==> src/rtl/rv32i_ex_sequencer.sv <==
// Vector sequencer for the RV32I execute stage: fetches vectors from a synchronous
// ROM, drives registered operands, waits the stage latency and scores each result.
module rv32i_ex_sequencer #(
    parameter int NUM_VEC    = 31,
    parameter int IDX_W      = 5,
    parameter int EX_LATENCY = 2
) (
    input  logic             clk_i,
    input  logic             rst_ni,
    input  logic             start_i,
    input  logic             step_mode_i,
    input  logic             step_i,
    output logic [IDX_W-1:0] vec_addr_o,
    input  logic [31:0]      vec_iw_i,
    input  logic [31:0]      vec_rs1_i,
    input  logic [31:0]      vec_rs2_i,
    input  logic [31:0]      vec_pc_i,
    input  logic [31:0]      vec_exp_i,
    output logic [31:0]      iw_o,
    output logic [31:0]      rs1_data_o,
    output logic [31:0]      rs2_data_o,
    output logic [31:0]      pc_o,
    input  logic [31:0]      ex_result_i,
    output logic             busy_o,
    output logic             done_o,
    output logic [IDX_W:0]   pass_cnt_o,
    output logic [IDX_W:0]   fail_cnt_o,
    output logic [IDX_W-1:0] first_fail_o,
    output logic             first_fail_vld_o,
    output logic [31:0]      last_result_o
);

    localparam int CNT_W = (EX_LATENCY > 2) ? $clog2(EX_LATENCY) : 1;
    localparam logic [CNT_W-1:0] WAIT_LOAD = (EX_LATENCY > 0) ? CNT_W'(EX_LATENCY - 1) : '0;
    localparam logic [IDX_W-1:0] LAST_IDX  = IDX_W'(NUM_VEC - 1);

    typedef enum logic [2:0] {
        S_IDLE,
        S_FETCH,
        S_ISSUE,
        S_WAIT,
        S_CHECK,
        S_PAUSE,
        S_DONE
    } state_e;

    state_e             state_q, state_d;
    logic [IDX_W-1:0]   idx_q, idx_d;
    logic [CNT_W-1:0]   waitCnt_q, waitCnt_d;
    logic [31:0]        iw_q, iw_d;
    logic [31:0]        rs1_q, rs1_d;
    logic [31:0]        rs2_q, rs2_d;
    logic [31:0]        pc_q, pc_d;
    logic [31:0]        exp_q, exp_d;
    logic [IDX_W:0]     passCnt_q, passCnt_d;
    logic [IDX_W:0]     failCnt_q, failCnt_d;
    logic [IDX_W-1:0]   firstFail_q, firstFail_d;
    logic               firstFailVld_q, firstFailVld_d;
    logic [31:0]        lastResult_q, lastResult_d;

    logic lastVec;
    logic resultMatch;

    assign lastVec     = (idx_q == LAST_IDX);
    assign resultMatch = (ex_result_i == exp_q);

    always_ff @(posedge clk_i or negedge rst_ni) begin
        if (!rst_ni) begin
            state_q <= S_IDLE;
        end else begin
            state_q <= state_d;
        end
    end

    always_comb begin
        state_d = state_q;
        case (state_q)
            S_IDLE, S_DONE: if (start_i) state_d = S_FETCH;
            S_FETCH:        state_d = S_ISSUE;
            S_ISSUE:        state_d = (EX_LATENCY > 0) ? S_WAIT : S_CHECK;
            S_WAIT:         if (waitCnt_q == '0) state_d = S_CHECK;
            S_CHECK: begin
                if (lastVec) begin
                    state_d = S_DONE;
                end else if (step_mode_i) begin
                    state_d = S_PAUSE;
                end else begin
                    state_d = S_FETCH;
                end
            end
            S_PAUSE:        if (step_i) state_d = S_FETCH;
            default:        state_d = S_IDLE;
        endcase
    end

    always_comb begin
        busy_o = 1'b0;
        done_o = 1'b0;
        case (state_q)
            S_FETCH, S_ISSUE, S_WAIT, S_CHECK, S_PAUSE: busy_o = 1'b1;
            S_DONE:                                     done_o = 1'b1;
            default: begin
                busy_o = 1'b0;
                done_o = 1'b0;
            end
        endcase
    end

    // Operands stay frozen from ISSUE through CHECK so a multi-cycle stage sees stable inputs.
    always_comb begin
        idx_d          = idx_q;
        waitCnt_d      = waitCnt_q;
        iw_d           = iw_q;
        rs1_d          = rs1_q;
        rs2_d          = rs2_q;
        pc_d           = pc_q;
        exp_d          = exp_q;
        passCnt_d      = passCnt_q;
        failCnt_d      = failCnt_q;
        firstFail_d    = firstFail_q;
        firstFailVld_d = firstFailVld_q;
        lastResult_d   = lastResult_q;
        case (state_q)
            S_IDLE, S_DONE: begin
                if (start_i) begin
                    idx_d          = '0;
                    passCnt_d      = '0;
                    failCnt_d      = '0;
                    firstFail_d    = '0;
                    firstFailVld_d = 1'b0;
                    lastResult_d   = '0;
                end
            end
            S_ISSUE: begin
                iw_d      = vec_iw_i;
                rs1_d     = vec_rs1_i;
                rs2_d     = vec_rs2_i;
                pc_d      = vec_pc_i;
                exp_d     = vec_exp_i;
                waitCnt_d = WAIT_LOAD;
            end
            S_WAIT: begin
                if (waitCnt_q != '0) waitCnt_d = waitCnt_q - CNT_W'(1);
            end
            S_CHECK: begin
                lastResult_d = ex_result_i;
                if (resultMatch) begin
                    passCnt_d = passCnt_q + (IDX_W+1)'(1);
                end else begin
                    failCnt_d = failCnt_q + (IDX_W+1)'(1);
                    if (!firstFailVld_q) begin
                        firstFail_d    = idx_q;
                        firstFailVld_d = 1'b1;
                    end
                end
                if (lastVec) begin
                    iw_d  = '0;
                    rs1_d = '0;
                    rs2_d = '0;
                    pc_d  = '0;
                end else if (!step_mode_i) begin
                    idx_d = idx_q + IDX_W'(1);
                end
            end
            S_PAUSE: begin
                if (step_i) idx_d = idx_q + IDX_W'(1);
            end
            default: ;
        endcase
    end

    always_ff @(posedge clk_i or negedge rst_ni) begin
        if (!rst_ni) begin
            idx_q          <= '0;
            waitCnt_q      <= '0;
            iw_q           <= '0;
            rs1_q          <= '0;
            rs2_q          <= '0;
            pc_q           <= '0;
            exp_q          <= '0;
            passCnt_q      <= '0;
            failCnt_q      <= '0;
            firstFail_q    <= '0;
            firstFailVld_q <= 1'b0;
            lastResult_q   <= '0;
        end else begin
            idx_q          <= idx_d;
            waitCnt_q      <= waitCnt_d;
            iw_q           <= iw_d;
            rs1_q          <= rs1_d;
            rs2_q          <= rs2_d;
            pc_q           <= pc_d;
            exp_q          <= exp_d;
            passCnt_q      <= passCnt_d;
            failCnt_q      <= failCnt_d;
            firstFail_q    <= firstFail_d;
            firstFailVld_q <= firstFailVld_d;
            lastResult_q   <= lastResult_d;
        end
    end

    assign vec_addr_o       = idx_q;
    assign iw_o             = iw_q;
    assign rs1_data_o       = rs1_q;
    assign rs2_data_o       = rs2_q;
    assign pc_o             = pc_q;
    assign pass_cnt_o       = passCnt_q;
    assign fail_cnt_o       = failCnt_q;
    assign first_fail_o     = firstFail_q;
    assign first_fail_vld_o = firstFailVld_q;
    assign last_result_o    = lastResult_q;

endmodule

==> config.mk <==
export PLATFORM = sky130hd
export DESIGN_NAME = rv32i_ex_sequencer
export DESIGN_NICKNAME = d
export VERILOG_FILES = /design/src/rtl/rv32i_ex_sequencer.sv
export SDC_FILE = /design/constraint.sdc
export NUM_CORES = 1
export LEC_CHECK = 0
export CAP_MARGIN = 20
export CORE_ASPECT_RATIO = 0.7
export CORE_MARGIN = 5
export CORE_UTILIZATION = 25
export CTS_CLUSTER_DIAMETER = 100
export DETAILED_ROUTE_END_ITERATION = 8
export DONT_BUFFER_PORTS = 1
export PLACE_DENSITY = 0.39
export RECOVER_POWER = 50
export REMOVE_ABC_BUFFERS = 1
export SYNTH_ARGS = -nofsm -noshare
export SYNTH_HDL_FRONTEND = slang
export SYNTH_SLANG_ARGS = --single-unit
==> constraint.sdc <==
create_clock -name clk_i -period 5.55 [get_ports clk_i]
set_clock_uncertainty 0.05 [all_clocks]
set_input_delay 0.555 -clock clk_i [delete_from_list [all_inputs] [get_ports clk_i]]
set_output_delay 0.555 -clock clk_i [all_outputs]
set_load 0.005 [all_outputs]
# Word-level counts from Yosys, hierarchy flattened
# Cells that the tools add are included.
# word_totals
wordCells	81
input_bits	197
output_inout_bits	185
register_bits	219
# op_classes
eq_ne	17
n_addsub	4
muxes	33
n_reduce_logical	14
# op_table
op	n
$pmux 32 s2	5
$mux 32	2
$eq 32x32->1	1
$mux 5	6
$pmux 6 s2	2
$mux 6	3
$ne 2x2->1 const B	9
$pmux 3 s6	1
$mux 3	5
$pmux 5 s3	1
$add 6x1->6 const B	2
$pmux 5 s2	1
$eq 3x3->1 const B	3
$reduce_and 3->1	3
$eq 3x2->1 const B	2
$reduce_bool 2->1	3
$add 5x1->5 const B	1
$eq 5x5->1 const B	1
$mux 1	5
$reduce_and 5->1	1
$reduce_or 5->1	1
$pmux 1 s2	2
$reduce_and 2->1	2
$reduce_and 4->1	1
other kinds (5)	5

# Logic depth before layout (Yosys ltp)
# Gate-level depths: netlist of the first run.
# depth
ltp_word	4
ltp_mapped	9
ltp_nobuf	8

# Worst setup path after synthesis of the first run
# No wires, ideal clock.
# synth_path
kind	input-to-reg
startpoint	input port ex_result_i[28]
endpoint	register passCnt_q[3] (netlist: pass_cnt_o[3])
cell_stages	7
setup_time_ps	122
required_time_ps	5378
slack_ps	3538
arrival_time_ps	1840
n_path_buf	1
cell_sequence	xnor2_1 -> nand4_1 -> nor4_1 -> and2_1 -> buf_4 -> nand2_4 -> a32o_1
# synth_between
elab_chain_len	3
# synth_lines
element	line_no	source
start, declared	23	input logic [31:0] ex_result_i,
$eq 32x32->1	65	assign resultMatch = (ex_result_i == exp_q);
$ne 2x2->1 (no line)	n/a	
$reduce_and 3->1 (no line)	n/a	
end signal, assigned	194	passCnt_q <= passCnt_d;
end, declared	55	logic [IDX_W:0] passCnt_q, passCnt_d;
# Every way passes these cells.
# A chain may end at the register's enable or synchronous reset.

# Final worst setup path of the first run
# layout_path
startpoint	register state_q[0]
endpoint	register iw_q[9] (netlist: iw_o[9])
# layout_between
elab_chain_len	3
elab_cells_between_ends	6
cone_classes	eq/ne: 3; mux: 1; reduce/logical: 2
# layout_lines
element	line_no	source
start, declared	47	state_e state_q, state_d;
start signal, assigned	71	state_q <= state_d;
$eq 3x3->1 / $eq 3x2->1 (equally long branches)	123	case (state_q)
$ne 2x2->1 (no line) / $reduce_bool 2->1 (equally long branches)	n/a	
$reduce_and 2->1 (no line)	n/a	
end signal, assigned	189	iw_q <= iw_d;
end, declared	50	logic [31:0] iw_q, iw_d;
# Parallel ways exist; a longest one is shown, timed or not.

==> results of run 1 <==
-- power by group through the flow --
stage	clock (W)	sequential [W]	combinational, W
6_report	0.00180	0.00298	0.00171
5_1_grt	0.00194	0.00307	0.00201
4_1_cts	0.00187	0.00300	0.00177
3_5_place_dp	0	0.00301	0.00178
3_3_place_gp	0	0.00303	0.00172
2_1_floorplan	0	0.00276	0.00142
-- worst register-to-register path, cell delays in order, from the launching register on --
cell,delay (ps)
dfrtp_1,800
or4_4,800
buf_4,810
nand3_1,230
nand2_1,120
-- Yosys cell counts (2+ instances only) --
master      n  area share (%)
a211oi_1    2            0.16
a21o_1      2            0.16
a21oi_1     9            0.48
buf_1       8            0.32
buf_2      16            0.85
buf_4       2            0.16
buf_6      14             1.7
clkbuf_1   29             1.1
dfrtp_1   219              58
ha_1        4            0.53
inv_1       7            0.28
mux2i_1     8            0.85
nand2_1   439              17
nand2b_1    3            0.20
nand3_1   156             8.2
nand3_2    16             1.7
nand4_1     8            0.53
nor2_1     13            0.52
nor3_1      5            0.26
nor4_1      2            0.13
o211ai_1    5            0.40
o21ai_0     9            0.48
or2_2       3            0.20
or3_1       3            0.20
or4_1       2            0.16
xnor2_1    35             3.2
-- final timing paths --
kind / cells past startpoint / slack, ps / to
max: 4 / 2690 / iw_o[9]$_DFFE_PN0P_
min: 0 / -330 / pass_cnt_o[3]$_DFFE_PN0P_
max reg2reg: 4 / 2690 / iw_o[9]$_DFFE_PN0P_
min reg2reg: 2 / 440 / exp_q[23]$_DFFE_PN0P_
max in group asynchronous: 0 / 5370 / iw_o[29]$_DFFE_PN0P_
min in group clk_i: 2 / 70 / exp_q[8]$_DFFE_PN0P_
-- cells in the final DEF (no fill, tap or decap), types with 2 or more instances in the layout --
| cell type | netlist | final |
|---|---|---|
| nor2_4 | 0 | 2 |
| clkbuf_8 | 0 | 7 |
| buf_4 | 2 | 6 |
| o21ai_0 | 9 | 9 |
| a211oi_1 | 2 | 2 |
| or2_2 | 3 | 2 |
| nand2b_2 | 1 | 2 |
| clkbuf_1 | 29 | 3 |
| inv_1 | 7 | 7 |
| nand2_1 | 439 | 439 |
| nor2_1 | 13 | 11 |
| nand3_2 | 16 | 16 |
| nand3_1 | 156 | 156 |
| clkinv_2 | 0 | 2 |
| a21o_1 | 2 | 2 |
| xnor2_1 | 35 | 35 |
| nor4_1 | 2 | 2 |
| o211ai_1 | 5 | 5 |
| ha_1 | 4 | 4 |
| or3_1 | 3 | 3 |
| nand2b_1 | 3 | 2 |
| clkbuf_16 | 0 | 27 |
| clkinvlp_4 | 0 | 2 |
| nand4_1 | 8 | 8 |
| or4_1 | 2 | 2 |
| dfrtp_1 | 219 | 219 |
| a21oi_1 | 9 | 9 |
| bufinv_16 | 0 | 3 |
| nor3_1 | 5 | 5 |
| mux2i_1 | 8 | 8 |
-- flip-flops by register name, indices dropped and copies added, names as in the netlist --
register / flops
state_q: 3
waitCnt_q: 1
iw_o: 32
first_fail_o: 5
first_fail_vld_o: 1
rs1_data_o: 32
last_result_o: 32
fail_cnt_o: 6
vec_addr_o: 5
pass_cnt_o: 6
pc_o: 32
rs2_data_o: 32
exp_q: 32
-- cell type report --
class / instances / area [sq um]
multi-input combinational: 744 / 3590
fill: 3959 / 26600
inverter: 7 / 26.3
tap: 488 / 611
timing repair buffer: 7 / 65.1
clock buffer: 37 / 783
sequential: 219 / 5480
clock inverter: 7 / 115
-- layer usage --
metal  track usage, %  part of all wire, %  vias up
met5                0                 0.11        -
met4             2.72                  2.1        6
met3             5.59                  9.2       39
met2             22.5                   46      233
met1             18.5                   42     3391
li1                 -                    -     3306
-- cells by family (layout without fill, tap and decap cells) --
logic type,count (synthesis),in the layout,share of synthesized area [%]
AOI/OAI and AO/OA,35,35,2.38
xor gates and xnor gates,35,35,3.24
adders and majority gates,4,4,0.529
buffers and inverters,76,58,4.41
DFF,219,219,57.9
muxes,9,9,0.965
and+or+nand+nor,661,661,30.6
-- stage by stage --
step                      TNS (ps)  total power, W  hold slack [ps]  cells
after floorplan             -51270         0.00417              209    970
after global placement           0         0.00475              216   1465
after detailed placement         0         0.00479              217   1465
after CTS                        0         0.00664             -371   1509
after global routing             0         0.00702             -377   1509
final                            0         0.00649             -334   1509
==> summary.md, run 1 <==
| Metric | Value |
|---|---|
| Status | finished with violations |
| Failing checks | hold timing |
| H-tree depth reported by CTS | 1 |
| Worst slew pin tran | 1080 ps |
| Post-DP HPWL | 20,500 um |
| Seq pwr share | 45.9% |
| Predominant post-synthesis flop cell | dfrtp_1 |
| Worst hold slack | -334 ps |
| First-pass GRT wire length | 47,600 um |
| Average size of a mapped cell | between 9 and 10 sq um |
| Async S/R FF share, synth | 100% |
| Worst setup slack after layout | between 2000 and 3000 ps |
| Synth warnings | 0 |
| WL/cell | between 20 and 25 um |
| Sequential fraction of the synthesis area | 57.9% |
| Drt total wl | 30,900 um |
| Fmax | 349 MHz |
| Clock Latency Late Sink | 530 ps |
| Die H | 173 um |
| Minimum clock period | ~2900 ps |
| Final setup viols | 0 |
| Crit path buf inv count | 1 |
| Psw | ~0.0024 W |
| Number of flops mapped to enable cells by yosys | 0 |
| Yosys reg bits | 219 |
| Diode count | 0 |
| Startpoint Class | register |
| Initial Utilization | 25.4% |
| Critical path class | register to register |
| CTS clock-pin slew for the worst setup and hold paths | 60 ps |
| Slowest stage delay, CP | approximately 800 ps |
| Post-CTS sizing | 0 |
| Total CTS buffers | 26 |
| HP Class | primary input to async pin |
| Initial antenna violation count | 3 |
| Yosys cell types | 46 |
| CP endpoint kind | register |
| Core box area | 37,300 sq um |
| Worst Path Max Fanout | 70 |
| Num rows | approximately 60 |
| Crit path cell chain | or4_4, buf_4, nand3_1, nand2_1 |
| Headroom to the max-slew limit | 28.3% |
| # IOs | 382 |
| Max Root-Sink Buffers | 3 |
| Drt drc | 0 |
| Final Util | 28.6% |
| Post-route cell area | 10,700 sq um |
| IO Port Bufs | 0 |
| Placed Area | 9770 sq um |
| Largest net degree at the start of global routing | between 200 and 250 |
| Max cap viols | 0 |
| PwrDens | 608 nW/um^2 |
| GPL Wtd Cong | 0.732 |
| CP max-delay cell | dfrtp_1 |
| Max-slew violations | 0 |
| Area Growth Syn to Fin | 12.7% |
| Sw Ratio | 37.5% |
| Static leakage | 5.29 nW |
| Layout cells sized above 1 | around 7.4% |
| WP data required | 5970 ps |
| Post-CTS Setup Inserts | 0 |
| Delay-heaviest family, CP | simple AND/OR/NAND/NOR gates |
| CP arrival | 3280 ps |
| Endpoints failing hold | about 220 |
| Final period util | 51.6% |
| Setup repair after global routing missed its margin | false |
| Origin of the worst setup path | state_q[0]$_DFFE_PN0P_ |
| Vias in the first global route | 7,084 |
| Die ar. | 41,900 sq um |
| Initial DRC count | between 400 and 500 |
| CTS sink count | approximately 220 |
| GRT Overall Usage | roughly 14% |
| CTS tree | done |
| Mapped Area | 9470 sq um |
| Drt first pass iters | 4 |
| Peak supply drop | 432 uV |
| Vias/cell | 4.62 |
| Pre-CTS setup slack | about 2500 ps |
| Die W | 243 um |
| Detail Route Antenna Nets | 0 |
| Synthesized instance count | 1,039 |
| P_int | 0.00405 W |
| Via Count | 6,975 |
| Fin nets | 1,206 |
| Root Buffer | clkbuf_16 |
| Clock network fraction of total power | 27.7% |
| Combinational power share | between 20% and 30% |
| R2r startpoint | state_q[0]$_DFFE_PN0P_ |
| Overflow after GRT | 0 |
No activity file was read; power rests on OpenSTA's default activity.
==> inputs of run 2 (changes only) <==
--- a/config.mk
+++ b/config.mk
@@ -12,7 +12,7 @@
 export CTS_CLUSTER_DIAMETER = 100
 export DETAILED_ROUTE_END_ITERATION = 8
 export DONT_BUFFER_PORTS = 1
-export PLACE_DENSITY = 0.39
+export PLACE_DENSITY = 0.41
 export RECOVER_POWER = 50
 export REMOVE_ABC_BUFFERS = 1
 export SYNTH_ARGS = -nofsm -noshare
==> constraint.sdc (replaced) <==
create_clock -name clk_i -period 2.5 [get_ports clk_i]
set_clock_uncertainty 0.05 [all_clocks]
set_input_delay 0.25 -clock clk_i [delete_from_list [all_inputs] [get_ports clk_i]]
set_output_delay 0.25 -clock clk_i [all_outputs]
set_load 0.005 [all_outputs]
==> run 2 against run 1 <==
The run still ends with hold timing left. Fmax is 30% higher. Sequential share of layout area is 8.3 points lower. Flip-flop and latch count stayed put. Utilization is 5.5 points higher. Routed wire length is 3.3% higher. Via count is 12% higher. Design area is 19% higher. Die area stayed put. Largest cell class unchanged. Largest power group unchanged.
==> summary.md, run 2 (synthesis results as in run 1) <==
| Metric | Value |
|---|---|
| Post-route cell area | 12,700 sq um (was 10,700 sq um) |
| IO Port Bufs | 0 (unchanged) |
| Static leakage | 6.17 nW (was 5.29 nW) |
| Core box area | 37,300 sq um (unchanged) |
| Post-CTS Setup Inserts | 0 (unchanged) |
| Die H | 173 um (unchanged) |
| Crit path buf inv count | 1 (unchanged) |
| Status | finished with violations (unchanged) |
| Worst Path Max Fanout | 11 (was 70) |
| Num rows | 59 (unchanged) |
| Number of fill cells | 3,841 (was 3,959) |
| Drt first pass iters | 5 (was 4) |
| First-pass GRT wire length | 49,800 um (was 47,600 um) |
| Vias in the first global route | 8,123 (was 7,084) |
| GPL Wtd Cong | 0.748 (was 0.732) |
| Max cap viols | 0 (unchanged) |
| CTS sink count | 219 (unchanged) |
| # IOs | 382 (unchanged) |
| CP max-delay cell | nor4_2 (was dfrtp_1) |
| CTS clock-pin slew for the worst setup and hold paths | 60 ps (about the same) |
| DP Cell Count | 1,481 (was 1,465) |
| Delay-heaviest family, CP | simple AND/OR/NAND/NOR gates (unchanged) |
| Die ar. | 41,900 sq um (unchanged) |
| Post-DP HPWL | 21,100 um (was 20,500 um) |
| H-tree depth reported by CTS | 1 (unchanged) |
| Detail Route Antenna Nets | 0 (unchanged) |
| Final setup TNS | 0 ps (unchanged) |
| Max-slew violations | 0 (unchanged) |
| Placed Area | 9970 sq um (was 9770 sq um) |
| Layout cells sized above 1 | 7.47% (was 7.44%) |
| WL/cell | 18.6 um (was 20.5 um) |
| CP endpoint kind | register (unchanged) |
| Clock Latency Late Sink | 520 ps (was 530 ps) |
| Worst hold slack | -624 ps (was -334 ps) |
| Slowest stage delay, CP | 530 ps (was 800 ps) |
| Area Growth Syn to Fin | 34.3% (was 12.7%) |
| GRT Overall Usage | 14.6% (was 14.2%) |
| Final setup viols | 0 (unchanged) |
| Critical path class | register to register (unchanged) |
| Peak supply drop | 565 uV (was 432 uV) |
| Startpoint Class | register (unchanged) |
| Die W | 243 um (unchanged) |
| Initial Utilization | 25.4% (unchanged) |
| Overflow after GRT | 0 (unchanged) |
| Via Count | 7,787 (was 6,975) |
| PwrDens | 1140 nW/um^2 (was 608 nW/um^2) |
| Total CTS buffers | 25 (was 26) |
| Minimum clock period | 2200 ps (was 2860 ps) |
| Vias/cell | 4.53 (was 4.62) |
| Headroom to the max-slew limit | 59.5% (was 28.3%) |
| Largest net degree at the start of global routing | 220 (unchanged) |
| WP data required | 2850 ps (was 5970 ps) |
| Drt total wl | 31,900 um (was 30,900 um) |
| Final period util | 88.0% (was 51.6%) |
| CTS Hold Bufs | 195 |
| Finished Layout Cells | 1,720 (was 1,509) |
| Fmax | 454 MHz (was 349 MHz) |
| Failing checks | hold timing (unchanged) |
| Initial antenna violation count | 3 (unchanged) |
| Drt drc | 0 (unchanged) |
| Worst slew pin tran | 607 ps (was 1080 ps) |
| Fin nets | 1,416 (was 1,206) |
| Crit path cell chain | xnor2_1, nand4_1, nor4_2, and2_1, buf_4, nor2_1, mux2_2 (was or4_4, buf_4, nand3_1, nand2_1) |
| Root Buffer | clkbuf_16 (unchanged) |
| Initial DRC count | 419 (was 434) |
| Commonest non-fill, non-tap cells in the layout | 439 x nand2_1, 219 x dfrtp_1, 195 x dlygate4sd3_1 (was 439 x nand2_1, 219 x dfrtp_1, 156 x nand3_1) |
| CP arrival | 2550 ps (was 3280 ps) |
| HP Class | primary input to async pin (unchanged) |
| CTS tree | done (unchanged) |
| Commonest non-fill, non-tap cell in the layout | nand2_1 (unchanged) |
| Max Root-Sink Buffers | 3 (unchanged) |
| Setup repair after global routing missed its margin | false (unchanged) |
| Endpoints failing hold | 219 (unchanged) |
==> run 2: layer usage <==
| layer | wire [um] | track usage (%) |
|---|---|---|
| met1 | 13400 | 18.6 |
| met2 | 15300 | 24.4 |
| met3 | 2440 | 4.88 |
| met5 | 14 | 0 |
| met4 | 768 | 3.17 |
==> run 2: final timing paths <==
kind,depth (start not counted),end,start,slack (ps)
worst max-delay path,7,fail_cnt_o[0]$_DFFE_PN0P_,exp_q[16]$_DFFE_PN0P_,300
worst min-delay path,0,pass_cnt_o[5]$_DFFE_PN0P_,rst_ni,-620
worst max register to register,7,fail_cnt_o[0]$_DFFE_PN0P_,exp_q[16]$_DFFE_PN0P_,300
worst min register to register,2,exp_q[15]$_DFFE_PN0P_,exp_q[15]$_DFFE_PN0P_,440
max in group asynchronous,0,iw_o[31]$_DFFE_PN0P_,rst_ni,2590
min in group clk_i,2,vec_addr_o[3]$_DFFE_PN0P_,start_i,90
==> run 2: cell type report <==
type / count / area [sq um] / area share [%]
Multi-Input combinational cell: 744 / 3600 / 28.3
Tap cell: 488 / 611 / 4.80
Timing Repair Buffer: 218 / 2210 / 17.4
Antenna cell: 1 / 2.50 / 0.0197
Clock buffer: 36 / 747 / 5.87
Sequential cell: 219 / 5480 / 43.1
Clock inverter: 7 / 41.3 / 0.325
Inverter: 7 / 26.3 / 0.207
==> run 2: power breakdown <==
| part | internal, W | switching (W) | total (W) |
|---|---|---|---|
| clock | 0.00206 | 0.00146 | 0.00352 |
| sequential | 0.00512 | 0.00141 | 0.00653 |
| combinational | 0.00182 | 0.00256 | 0.00438 |
| total | 0.00900 | 0.00543 | 0.0144 |
==> run 2: what timing repair did <==
action                     in CTS  in global routing
resized for setup               0                  1
hold endpoints to repair      413                219
setup endpoints to repair       0                  6
==> run 2: stage by stage <==
stage | power (W) | setup slack [ps] | util, % | hold slack, ps
after detailed placement | 0.0108 | 138 | 26.7 | -89.8
final | 0.0144 | 299 | 34.1 | -624
after CTS | 0.0147 | 115 | 34.1 | -668
after global routing | 0.0156 | 165 | 34.1 | -667
after floorplan | 0.00892 | -3370 | - | -95.6
after global placement | 0.0107 | 179 | 26.7 | -89.7
